### config.mk
export PLATFORM = sky130hd
export DESIGN_NAME = timer_counter_n
export DESIGN_NICKNAME = d
export VERILOG_FILES = /design/src/rtl/timer_counter_n.sv
export SDC_FILE = /design/constraint.sdc
export NUM_CORES = 1
export LEC_CHECK = 0
export ABC_CLOCK_PERIOD_IN_PS = 3500
export BUFFER_PORTS_ARGS = -buffer_cell sky130_fd_sc_hd__buf_2
export CORE_ASPECT_RATIO = 0.8
export CORE_UTILIZATION = 50
export CTS_CLUSTER_DIAMETER = 80
export CTS_CLUSTER_SIZE = 8
export DETAILED_ROUTE_END_ITERATION = 10
export MAX_ROUTING_LAYER = met4
export PLACE_DENSITY_LB_ADDON = 0.05
export SYNTH_ARGS = -nofsm -noshare
export SYNTH_HDL_FRONTEND = slang
export SYNTH_SLANG_ARGS = --single-unit
### constraint.sdc
create_clock -name clk -period 3.5 [get_ports clk]
set_input_delay 0 -clock clk [delete_from_list [all_inputs] [get_ports clk]]
set_output_delay 0 -clock clk [all_outputs]
set_load 0.01 [all_outputs]
### src/rtl/timer_counter_n.sv
// timer_counter_n
// WIDTH-bit up/down timer counter advanced by a one-cycle prescaler tick.
// Supports load, auto-reload on wrap, one-shot stop, and sticky
// overflow / underflow / compare-match flags for the register and IRQ logic.

module timer_counter_n #(
  parameter int               WIDTH   = 8,
  parameter logic [WIDTH-1:0] RST_VAL = '0
) (
  input  logic             clk,
  input  logic             rst,
  input  logic             clk_ena,
  input  logic [WIDTH-1:0] start_counter,
  input  logic [WIDTH-1:0] cmp_value,
  input  logic             up_down,
  input  logic             load,
  input  logic             enable,
  input  logic             auto_reload,
  input  logic             one_shot,
  input  logic             clr_overflow,
  input  logic             clr_underflow,
  input  logic             clr_match,
  output logic [WIDTH-1:0] count,
  output logic             overflow,
  output logic             underflow,
  output logic             match,
  output logic             running
);

  typedef enum logic {
    RUN  = 1'b0,
    DONE = 1'b1
  } state_t;

  localparam logic [WIDTH-1:0] MAX  = {WIDTH{1'b1}};
  localparam logic [WIDTH-1:0] ZERO = {WIDTH{1'b0}};
  localparam logic [WIDTH-1:0] ONE  = {{(WIDTH-1){1'b0}}, 1'b1};

  state_t           state;
  logic             tick;
  logic             at_max;
  logic             at_zero;
  logic             wrap_up;
  logic             wrap_down;
  logic [WIDTH-1:0] tick_value;

  // Qualify the tick (a load in the same cycle swallows it) and work out the value it would produce
  always_comb begin
    tick       = clk_ena & enable & (state == RUN) & ~load;
    at_max     = (count == MAX);
    at_zero    = (count == ZERO);
    wrap_up    = tick & up_down & at_max;
    wrap_down  = tick & ~up_down & at_zero;
    tick_value = count;
    if (up_down) begin
      if (at_max) begin
        tick_value = auto_reload ? start_counter : ZERO;
      end else begin
        tick_value = count + ONE;
      end
    end else begin
      if (at_zero) begin
        tick_value = auto_reload ? start_counter : MAX;
      end else begin
        tick_value = count - ONE;
      end
    end
  end

  // Counter register and RUN/DONE state: load beats tick, a one-shot wrap parks the counter in DONE
  always_ff @(posedge clk) begin
    if (rst) begin
      count <= RST_VAL;
      state <= RUN;
    end else begin
      if (load) begin
        count <= start_counter;
      end else if (tick) begin
        count <= tick_value;
      end

      if (load) begin
        state <= RUN;
      end else if ((state == DONE) && !one_shot) begin
        state <= RUN;
      end else if ((wrap_up || wrap_down) && one_shot) begin
        state <= DONE;
      end
    end
  end

  // Sticky status flags: a set on this edge wins over a clear requested in the same cycle
  always_ff @(posedge clk) begin
    if (rst) begin
      overflow  <= 1'b0;
      underflow <= 1'b0;
      match     <= 1'b0;
    end else begin
      if (wrap_up) begin
        overflow <= 1'b1;
      end else if (clr_overflow) begin
        overflow <= 1'b0;
      end

      if (wrap_down) begin
        underflow <= 1'b1;
      end else if (clr_underflow) begin
        underflow <= 1'b0;
      end

      if (tick && (tick_value == cmp_value)) begin
        match <= 1'b1;
      end else if (clr_match) begin
        match <= 1'b0;
      end
    end
  end

  assign running = enable & (state == RUN);

endmodule

# Word level (Yosys, flattened, before mapping)
# Index checks and enable logic that the tools add are counted.
# W data, S select, Z words.
dict set report classes {
  addsub 2
  mul 0
  div 0
  order_cmp 0
  eq_ne 2
  n_shift 0
  mux 13
  bitwise 11
  reduce_logical 11
}
# op count
set ops {}
lappend ops {{$mux W8} 7}
lappend ops {{$add A8 B1 Y8 const B} 1}
lappend ops {{$and A1 B1 Y1} 8}
lappend ops {{$eq A8 B8 Y1} 1}
lappend ops {{$eq A8 B8 Y1 const B} 1}
lappend ops {{$logic_not A8 Y1} 1}
lappend ops {{$reduce_bool A2 Y1} 4}
lappend ops {{$sub A8 B1 Y8 const B} 1}
lappend ops {{$mux W1} 6}
lappend ops {{$logic_and A1 B1 Y1} 3}
lappend ops {{$not A1 Y1} 3}
lappend ops {{$reduce_or A3 Y1} 1}
lappend ops {{$logic_not A1 Y1} 1}
lappend ops {{$logic_or A1 B1 Y1} 1}
dict set report totals {
  reg_bits 12
  latchBits 0
  mem_bits_rw 0
  romBits 0
  output_inout_bits 12
  n_memories 0
}

# Longest topological paths before layout
# Gate-level depths: netlist of the first run.
dict set report logic_depth {
  depth_word 7
  depth_mapped 10
  ltp_nobuf 9
}

# Worst setup path after synthesis of the first run
# Ideal clock, no wire load.
dict set report synth_path {
  path_type {register -> register}
  startpoint {register count[1]}
  endpoint {register match}
  arrival_ps 2250
  required_ps 3416
  slack_ps 1166
  path_stages_with_launch 11
  path_buffers 1
  path_cell_list {dfxtp_1 > clkbuf_1 > inv_1 > ha_1 > or4b_4 > a21oi_1 > o221ai_2 > nand2_1 > xor2_1 > or4_1 > o31ai_2}
}
dict set report synth_between {
  elab_chain_len 6
  elab_cells_between_ends 11
  cone_classes {2 x add/sub; 2 x eq/ne; 4 x mux; 3 x reduce/logical}
}
# item line_no
set synth_lines {}
lappend synth_lines {{start, declared} 23} ;# output logic [WIDTH-1:0] count,
lappend synth_lines {{start signal, assigned} 77} ;# count <= start_counter;
lappend synth_lines {{start signal, assigned} 79} ;# count <= tick_value;
lappend synth_lines {{$sub A8 B1 Y8 (tied with other cells)} 65} ;# tick_value = count - ONE;
lappend synth_lines {{$mux W8, on equally long branches} {62, 56}}
lappend synth_lines {{$mux W8 *} 55} ;# if (up_down) begin
lappend synth_lines {{$eq A8 B8 Y1 *} 111} ;# if (tick && (tick_value == cmp_value)) begin
lappend synth_lines {{$logic_and A1 B1 Y1 *} 111}
lappend synth_lines {{$mux W1 or $reduce_bool A2 Y1 (tied branches)} --}
lappend synth_lines {{end signal, assigned} 97} ;# match <= 1'b0;
lappend synth_lines {{end signal, assigned} 112} ;# match <= 1'b1;
lappend synth_lines {{end signal, assigned} 114} ;# match <= 1'b0;
lappend synth_lines {{end, declared} 26} ;# output logic match,
# Mark *: on every way between the ends. The rest lies on a longest branch, timed or not.
# A chain may end at the register's enable or synchronous reset.

# Final worst setup path of the first run
# Ends and elaborated chain as after synthesis.

==> run metrics, run 1 <==
Sink Count=12; status=finished, final reports clean; PostCTS Resize Cnt=0; Synth area leader=dfxtp_1; main flop type after synthesis=dfxtp_1; Final setup viols=0; Synth area leaders=dfxtp_1 (18%), xor2_1 (6.1%), a21oi_1 (5.8%); Levels on crit path=8; worst path required time=approximately 3.7 ns; Synth async-reset ratio=0%; CP bufs+invs=0; port bufs=38; setup total negative slack=0 ns; Cells on Worst Hold Path=4; Max-Cap Viols=0; RSZ-0062 raised after global routing=no; Mapped Cells=171; DR DRC count=0; Die X=between 50 and 60 um; delay-heaviest family, CP=compound AO/OA/AOI/OAI gates; share of layout cells above drive strength 1=29.2%; Die Ht=about 48 um; Netlist cell types=59; register area share after synthesis=a little under a fifth; final period utilization=77.8%; worst path cell trace=ha_1, and4_1, nand4_1, a22o_1, a21oi_1, xor2_1, nand4_1, o31ai_2; Post-DRT Antenna Nets=0; routed vias=between 1k and 1.5k; nets@finish=between 200 and 250; Inst Count DP=230; CTS H-tree lvls=1; slowest cell delay on critical path=around 0.52 ns; Final Hold Viols=0; syn_nets=201; via count of the first global-routing pass=between 1k and 1.5k; worst vdd ir=roughly 0.18 mV; worst r2r path cells=8; Reg clk slew, reported paths=approximately 0.090 ns; DR iter-0 viols=about 160; worst-skew pair later-pin latency=about 0.29 ns; Layout fillers=233; starting density of the core=a little over half; DR WL/cell=around 16 um; CTS tree=done; WL final=3.72 mm; Slew Viols, Final=0; fin util=62.2%; CP Launch Type=register; final cell count without fillers=between 200 and 250; Avg Inst Size Synth=7.61 sq um; Worst Slack Setup Final=between 0.7 and 0.8 ns; # IOs=39; worst-margin pin slew=around 0.56 ns; Peak Freq=~370 MHz; Die Area=roughly 2800 sq um; Warnings, synthesis=0; Core ar.=between 2000 and 2500 sq um; ANT cells=0; Worst Path Arrival=2.92 ns; GR Overflow Total=0; std cell rows=16; Min Clock Period, post-route=~2.7 ns; Seq cells post-synth=12; most frequent CP cell=nand4_1; gr usage total=29.6%; largest net degree at the start of global routing=21; pre-CTS WS=between 0.8 and 0.9 ns; initial antenna violation count=0; drt first pass iters=4; Syn Std Cell Area=1300 sq um; endpoint class of the critical path=register; root buf cell=clkbuf_4; Fin Clk Skew=~0.0064 ns; CTS Buffer Depth=2; top cell type's share of synthesized area=a little under a fifth; setup bufs post-CTS=0; CTS buffer count=3; area grow syn2layout=17.7%; first-pass GRT wire length=5.94 mm; Worst slew margin=between 60% and 70%; hold_ws=about 0.0014 ns; CTS hold repair buffers=3; Worst Hold Class=primary input to register; Final HPWL DP=2.74 mm; Lkg Pwr=approximately 0.00064 uW; slowest stage cell, crit path=dfxtp_1; Post-synth EDFFs=0; Max FO, Critical Path=11; GP Congestion=around 0.91; CP Class=register to register; Pwr Density=302 nW/um^2; Avg Vias per Cell=slightly above 6
kinds of logic (layout without fill, tap and decap cells):
logic type	count (synthesis)	after routing	share of synthesized area, %
adders and majority gates	3	3	2.88
buffers and inverters	20	51	7.69
xor gates and xnor gates	12	12	8.08
and+or+nand+nor	69	69	31.7
AOI/OAI and AO/OA	51	51	28.0
DFF	12	12	18.5
muxes	4	4	3.17
worst paths after layout:
check             from  endpoint  slack (ns)
min reg2reg      match     match        0.49
min          clr_match     match       0.001
max           count[1]     match        0.78
max reg2reg   count[1]     match        0.78
registers in the layout, indices dropped and copies added, names as in the netlist:
signal     flops
count          8
match          1
overflow       1
state          1
underflow      1
area by class of cell:
cell class,instances,area [sq um],area share [%]
Tap cell,36,45.0,2.94
Clock buffer,4,36.3,2.37
Multi-Input combinational cell,139,961,62.7
Timing Repair Buffer,42,230,15.0
Inverter,5,18.8,1.23
Sequential cell,12,240,15.7
metal layers:
metal	routed length, um	vias to the layer above	global-route usage, %
met3	322	8	6.49
met5	0	-	-
met1	1660	655	39.9
met4	50	0	6.67
met2	1690	77	45.2
li1	-	701	-
synthesized netlist by cell type, drive strengths merged (5+ instances only):
cell / count
nand4: 5
dfxtp: 12
xor2: 9
a21oi: 16
inv: 5
buf: 7
o21ai: 8
clkbuf: 8
nand2: 10
nor2: 20
nand3: 9
worst min-delay path: cells and delay by family:
kind                   cells  cell delay (ns)
buffers and inverters      1             0.07
AOI/OAI and AO/OA          1             0.07
and+or+nand+nor            2             0.10
power breakdown:
part | switching, uW | internal (uW) | total (uW)
logic | 97.0 | 80.5 | 177
registers | 24.5 | 143 | 168
clock network | 53.9 | 63.4 | 117
total | 175 | 287 | 462
placed cells by master, fill, tap and decap left out, types with 5 or more instances in the layout:
cell,netlist,routed
nand4_1,5,5
o21ai_0,7,7
dfxtp_1,12,12
inv_1,5,5
nand3_1,8,8
nand2_1,10,10
buf_2,5,38
a21oi_1,15,15
xor2_1,9,9
nor2_1,18,18
through the flow:
stage | power (uW) | cell area (sq um)
4_1_cts | 460 | 1520
6_report | 462 | 1530
3_3_place_gp | 341 | 1460
5_1_grt | 494 | 1530
2_1_floorplan | 295 | 1300
3_5_place_dp | 341 | 1460
Power figures use the tool's default switching activity.
==> run 2: changes to the inputs <==
--- a/config.mk
+++ b/config.mk
@@ -5,7 +5,7 @@
 export SDC_FILE = /design/constraint.sdc
 export NUM_CORES = 1
 export LEC_CHECK = 0
-export ABC_CLOCK_PERIOD_IN_PS = 3500
+export ABC_CLOCK_PERIOD_IN_PS = 2700
 export BUFFER_PORTS_ARGS = -buffer_cell sky130_fd_sc_hd__buf_2
 export CORE_ASPECT_RATIO = 0.8
 export CORE_UTILIZATION = 50
==> constraint.sdc (replaced) <==
create_clock -name clk -period 2.7 [get_ports clk]
set_input_delay 0 -clock clk [delete_from_list [all_inputs] [get_ports clk]]
set_output_delay 0 -clock clk [all_outputs]
set_load 0.01 [all_outputs]
==> run metrics, run 2 (same netlist as run 1, synthesis figures left out) <==
fin util=63.2% (+1.0 points); area grow syn2layout=19.6%; worst vdd ir=0.222 mV (+24%); Min Clock Period, post-route=2.51 ns (-0.216 ns); GR Overflow Total=0 (unchanged); DR WL/cell=16.8 um (+7.7%); Final setup viols=0 (unchanged); Avg Vias per Cell=6.23 (+2.9%); CTS buffer count=3 (unchanged); Slew Viols, Final=0 (unchanged); final period utilization=92.8% (+15 points); GP Congestion=0.925 (+1.7%); pre-CTS WS=0.0612 ns (-0.753 ns); via count of the first global-routing pass=1,216 (-0.98%); Max-Cap Viols=0 (unchanged); Worst Path Arrival=2.70 ns (-0.22 ns); worst path required time=2.90 ns (-0.80 ns); Worst Slack Setup Final=0.194 ns (-0.584 ns); CP Launch Type=register; Largest register FFs=8 (unchanged); CP Class=register to register; Inst Count DP=231 (+0.43%); Worst slew margin=61.7% (-0.63 points); root buf cell=clkbuf_4; Max FO, Critical Path=10 (-1); final cell count without fillers=241 (+1.3%); Post-DRT Antenna Nets=0 (unchanged); WL final=4.06 mm (+9.1%); endpoint class of the critical path=register; Layout fillers=236 (+1.3%); Fin Clk Skew=0.00137 ns (-0.00503 ns); DR iter-0 viols=108 (-32%); first-pass GRT wire length=6.11 mm (+2.9%); worst-skew pair later-pin latency=0.27 ns (-0.02 ns); total power=572 uW (+24%); nets@finish=237 (+1.7%); drt first pass iters=5 (+1); # IOs=39 (unchanged); Worst Hold Class=primary input to register; Sink Count=12 (unchanged); commonest non-fill, non-tap cell in the layout=buf_2; Peak Freq=399 MHz (+8.6%); share of layout cells above drive strength 1=31.7% (+2.5 points); area post-placement=1460 sq um (+0.52%); r2r setup slk=0.19 ns (-0.58 ns); Die Area=2810 sq um (unchanged); starting density of the core=52.8% (unchanged); status=finished, final reports clean; std cell rows=16 (unchanged); CTS Buffer Depth=2 (unchanged); Reg clk slew, reported paths=0.08 ns (about the same); worst-margin pin slew=0.574 ns (+0.00949 ns); port bufs=38 (unchanged); CTS tree=done; Die X=59.0 um (unchanged); DR DRC count=0 (unchanged); largest net degree at the start of global routing=21 (unchanged); ANT cells=0 (unchanged); commonest cells after routing, fill and taps aside=buf_2 (38), nor2_1 (18), a21oi_1 (15), nand2_1 (10); Die Ht=47.6 um (unchanged); Final HPWL DP=2.95 mm (+7.9%); post-route cell area=1560 sq um (+1.6%); CTS H-tree lvls=1 (unchanged); Core ar.=2460 sq um (unchanged); Lkg Pwr=0.000649 uW (+1.4%); routed vias=1,501 (+4.2%); Pwr Density=368 nW/um^2 (+22%); initial antenna violation count=0 (unchanged); Final Hold Viols=0 (unchanged); gr usage total=30.7% (+1.1 points); largest register by flop count=count
## run 2: area by class of cell
class | count | area (sq um) | share of cell area (%)
inverter | 5 | 18.8 | 1.21
timing repair buffer | 46 | 263 | 16.9
clock buffer | 3 | 22.5 | 1.45
multi-input combinational | 139 | 963 | 61.9
tap | 36 | 45.0 | 2.89
sequential | 12 | 244 | 15.7
## run 2: routing by layer
layer | track usage [%] | wire length, um
met1 | 39.3 | 1620
met5 | - | 0
met2 | 50.9 | 1870
met3 | 5.95 | 483
met4 | 6.19 | 89
## run 2: worst max-delay path, stage by stage, from the launching register on
cell and delay, ns:
dfxtp_2 0.38, inv_1 0.16, ha_1 0.21, or4b_4 0.51
nor4b_1 0.34, a211oi_1 0.09, a21oi_1 0.22, xor2_1 0.23
nand4_1 0.12, o31ai_2 0.18
## run 2: worst paths after layout
path                         start       end  cells after the start
setup / recovery          count[0]     match                      9
hold / removal    start_counter[1]  count[1]                      3
setup reg to reg          count[0]     match                      9
hold reg to reg              match     match                      2
## run 2: power breakdown
group	switching, uW	internal (uW)	total, uW
Sequential	32.6	186	219
Combinational	131	107	238
Clock	63.9	51.7	116
## run 2: through the flow
step / hold slack, ns / setup TNS (ns)
CTS: 0.00387 / 0
detailed placement: 0.270 / 0
floorplan: 0.0793 / 0
global route: 0.0149 / -0.0235
global placement: 0.259 / 0
finish: 0.00167 / 0
## run 2: repair_timing
item,in CTS,in global routing
hold endpoints to repair,5,0
setup endpoints to repair,0,2
setup buffers,0,2
resized for setup,0,4
hold buffers,5,0
==> run 3: changes to the inputs <==
--- a/config.mk
+++ b/config.mk
@@ -12,6 +12,7 @@
 export CTS_CLUSTER_DIAMETER = 80
 export CTS_CLUSTER_SIZE = 8
 export DETAILED_ROUTE_END_ITERATION = 10
+export HOLD_SLACK_MARGIN = 0.15
 export MAX_ROUTING_LAYER = met4
 export PLACE_DENSITY_LB_ADDON = 0.05
 export SYNTH_ARGS = -nofsm -noshare
==> run metrics, run 3 (same netlist as run 1, synthesis figures left out) <==
Die Area=2810 sq um (unchanged); ANT cells=0 (unchanged); Die X=59.0 um (unchanged); starting density of the core=52.8% (unchanged); Lkg Pwr=0.000737 uW (+13%); area grow syn2layout=34.7%; via count of the first global-routing pass=1,307 (+7.5%); Final setup viols=0 (unchanged); Largest register FFs=8 (unchanged); Die Ht=47.6 um (unchanged); GR Overflow Total=0 (unchanged); worst-margin pin slew=0.592 ns (+0.0177 ns); port bufs=38 (unchanged); CTS Buffer Depth=2 (unchanged); commonest non-fill, non-tap cell in the layout=buf_2; met3 Usage GRT=6.22% (+0.27 points); Max-Cap Viols=0 (unchanged); Sink Count=12 (unchanged); largest net degree at the start of global routing=21 (unchanged); CP Class=register to register; Avg Vias per Cell=6.22 (-0.21%); Critical Path End=count[7]; endpoint class of the critical path=register; GP Congestion=0.925 (unchanged); Core ar.=2460 sq um (unchanged); worst-skew pair later-pin latency=0.28 ns (about the same); met1 GRT Util=40.8% (+1.4 points); Worst Hold Class=primary input to register; crit path from=count[0]; largest register by flop count=count; routed vias=1,616 (+7.7%); CTS tree=done; worst vdd ir=0.235 mV (+6.1%); worst r2r path cells=9 (unchanged); r2r setup slk=0.14 ns (-0.06 ns); initial antenna violation count=0 (unchanged); root buf cell=clkbuf_4; nets@finish=256 (+8.0%); Pwr Density=343 nW/um^2 (-6.7%); Min Clock Period, post-route=2.56 ns (+0.0579 ns); Worst R2R End=count[7]; DR iter-0 viols=162 (+50%); CTS buffer count=3 (unchanged); WL final=4.41 mm (+8.5%); CP Launch Type=register; Reg clk slew, reported paths=0.08 ns (about the same); DR WL/cell=16.9 um (+0.59%); Worst slew margin=60.5% (-1.2 points); worst path required time=2.92 ns (+0.02 ns); commonest cells after routing, fill and taps aside=buf_2 (38), dlygate4sd3_1 (24), nor2_1 (18), a21oi_1 (15), nand2_1 (10); setup total negative slack=0 ns (unchanged); Final Hold Viols=0 (unchanged); final period utilization=95.0% (+2.1 points); Layout fillers=213 (-9.7%); CTS H-tree lvls=1 (unchanged); share of layout cells above drive strength 1=29.9% (-1.8 points); gr usage total=32.3% (+1.6 points); Worst Path Arrival=2.79 ns (+0.09 ns); Peak Freq=390 MHz (-2.3%); DR DRC count=0 (unchanged); # IOs=39 (unchanged); status=finished, final reports clean; met2 Use GR=53.2% (+2.3 points); Post-DRT Antenna Nets=0 (unchanged); r2r startpoint=count[0]; Fin Clk Skew=0.00671 ns (+0.00534 ns); gr busiest metal=met2; final cell count without fillers=260 (+7.9%); Inst Count DP=231 (unchanged); std cell rows=16 (unchanged); HP Start=load; Final HPWL DP=2.95 mm (unchanged); Slew Viols, Final=0 (unchanged); first-pass GRT wire length=6.45 mm (+5.5%); Max FO, Critical Path=10 (unchanged); drt first pass iters=5 (unchanged)
run 3: cell types whose count changed in the layout (fill, tap and decap cells not counted):
cell	before	now
a311oi_2	0	1
inv_1	5	4
inv_2	0	1
dlygate4sd3_1	5	24
a311oi_1	2	1
run 3: power by group:
| group | total, uW | switching (uW) | internal (uW) |
|---|---|---|---|
| Sequential | 219 | 32.9 | 186 |
| Combinational | 263 | 139 | 124 |
| Clock | 119 | 67.1 | 51.7 |
| Total | 601 | 239 | 362 |
run 3: per-layer routing:
| layer | wire length (um) | vias to the layer above | share of wire (%) |
|---|---|---|---|
| met5 | 0 | - | 0 |
| li1 | - | 751 | - |
| met3 | 498 | 21 | 11 |
| met2 | 2020 | 124 | 46 |
| met4 | 125 | 0 | 2.8 |
| met1 | 1760 | 720 | 40 |
run 3: worst max-delay path, cell delays in order (launching register included):
cell,delay (ns)
dfxtp_2,0.38
inv_2,0.11
ha_1,0.18
or4b_4,0.51
a21oi_1,0.18
o221ai_2,0.14
a311oi_2,0.29
a21oi_1,0.07
nor2_1,0.10
dlygate4sd3_1,0.54
run 3: area by class of cell:
class	instances	area, sq um	area share, %
multi-input combinational	139	970	55.3
timing repair buffer	65	453	25.8
sequential	12	244	13.9
tap	36	45.0	2.57
clock buffer	3	22.5	1.28
inverter	5	18.8	1.07
run 3: timing repair:
item / in CTS / in global routing
buffers inserted: 0 / 2
setup endpoints to repair: 0 / 4
hold endpoints to repair: 12 / 0
resized for setup: 0 / 6
hold buffers: 24 / 0
run 3: worst min path at each step:
stage,to,cells after the start
2_1_floorplan,state,1
3_3_place_gp,count[4],3
3_5_place_dp,count[4],3
4_1_cts,count[0],3
5_1_grt,count[0],3
6_report,count[0],3
run 3: through the flow:
| stage | setup slack [ns] | total power [uW] | utilization [%] | hold WS (ns) | instance area (sq um) |
|---|---|---|---|---|---|
| floorplan | 0.366 | 383 | - | 0.0793 | 1300 |
| global placement | 0.0528 | 444 | 59.4 | 0.259 | 1460 |
| detailed placement | 0.0612 | 447 | 59.4 | 0.270 | 1460 |
| CTS | 0.0238 | 586 | 70.1 | 0.174 | 1730 |
| global route | -0.00216 | 630 | 71.2 | 0.204 | 1750 |
| finish | 0.136 | 601 | 71.2 | 0.179 | 1750 |
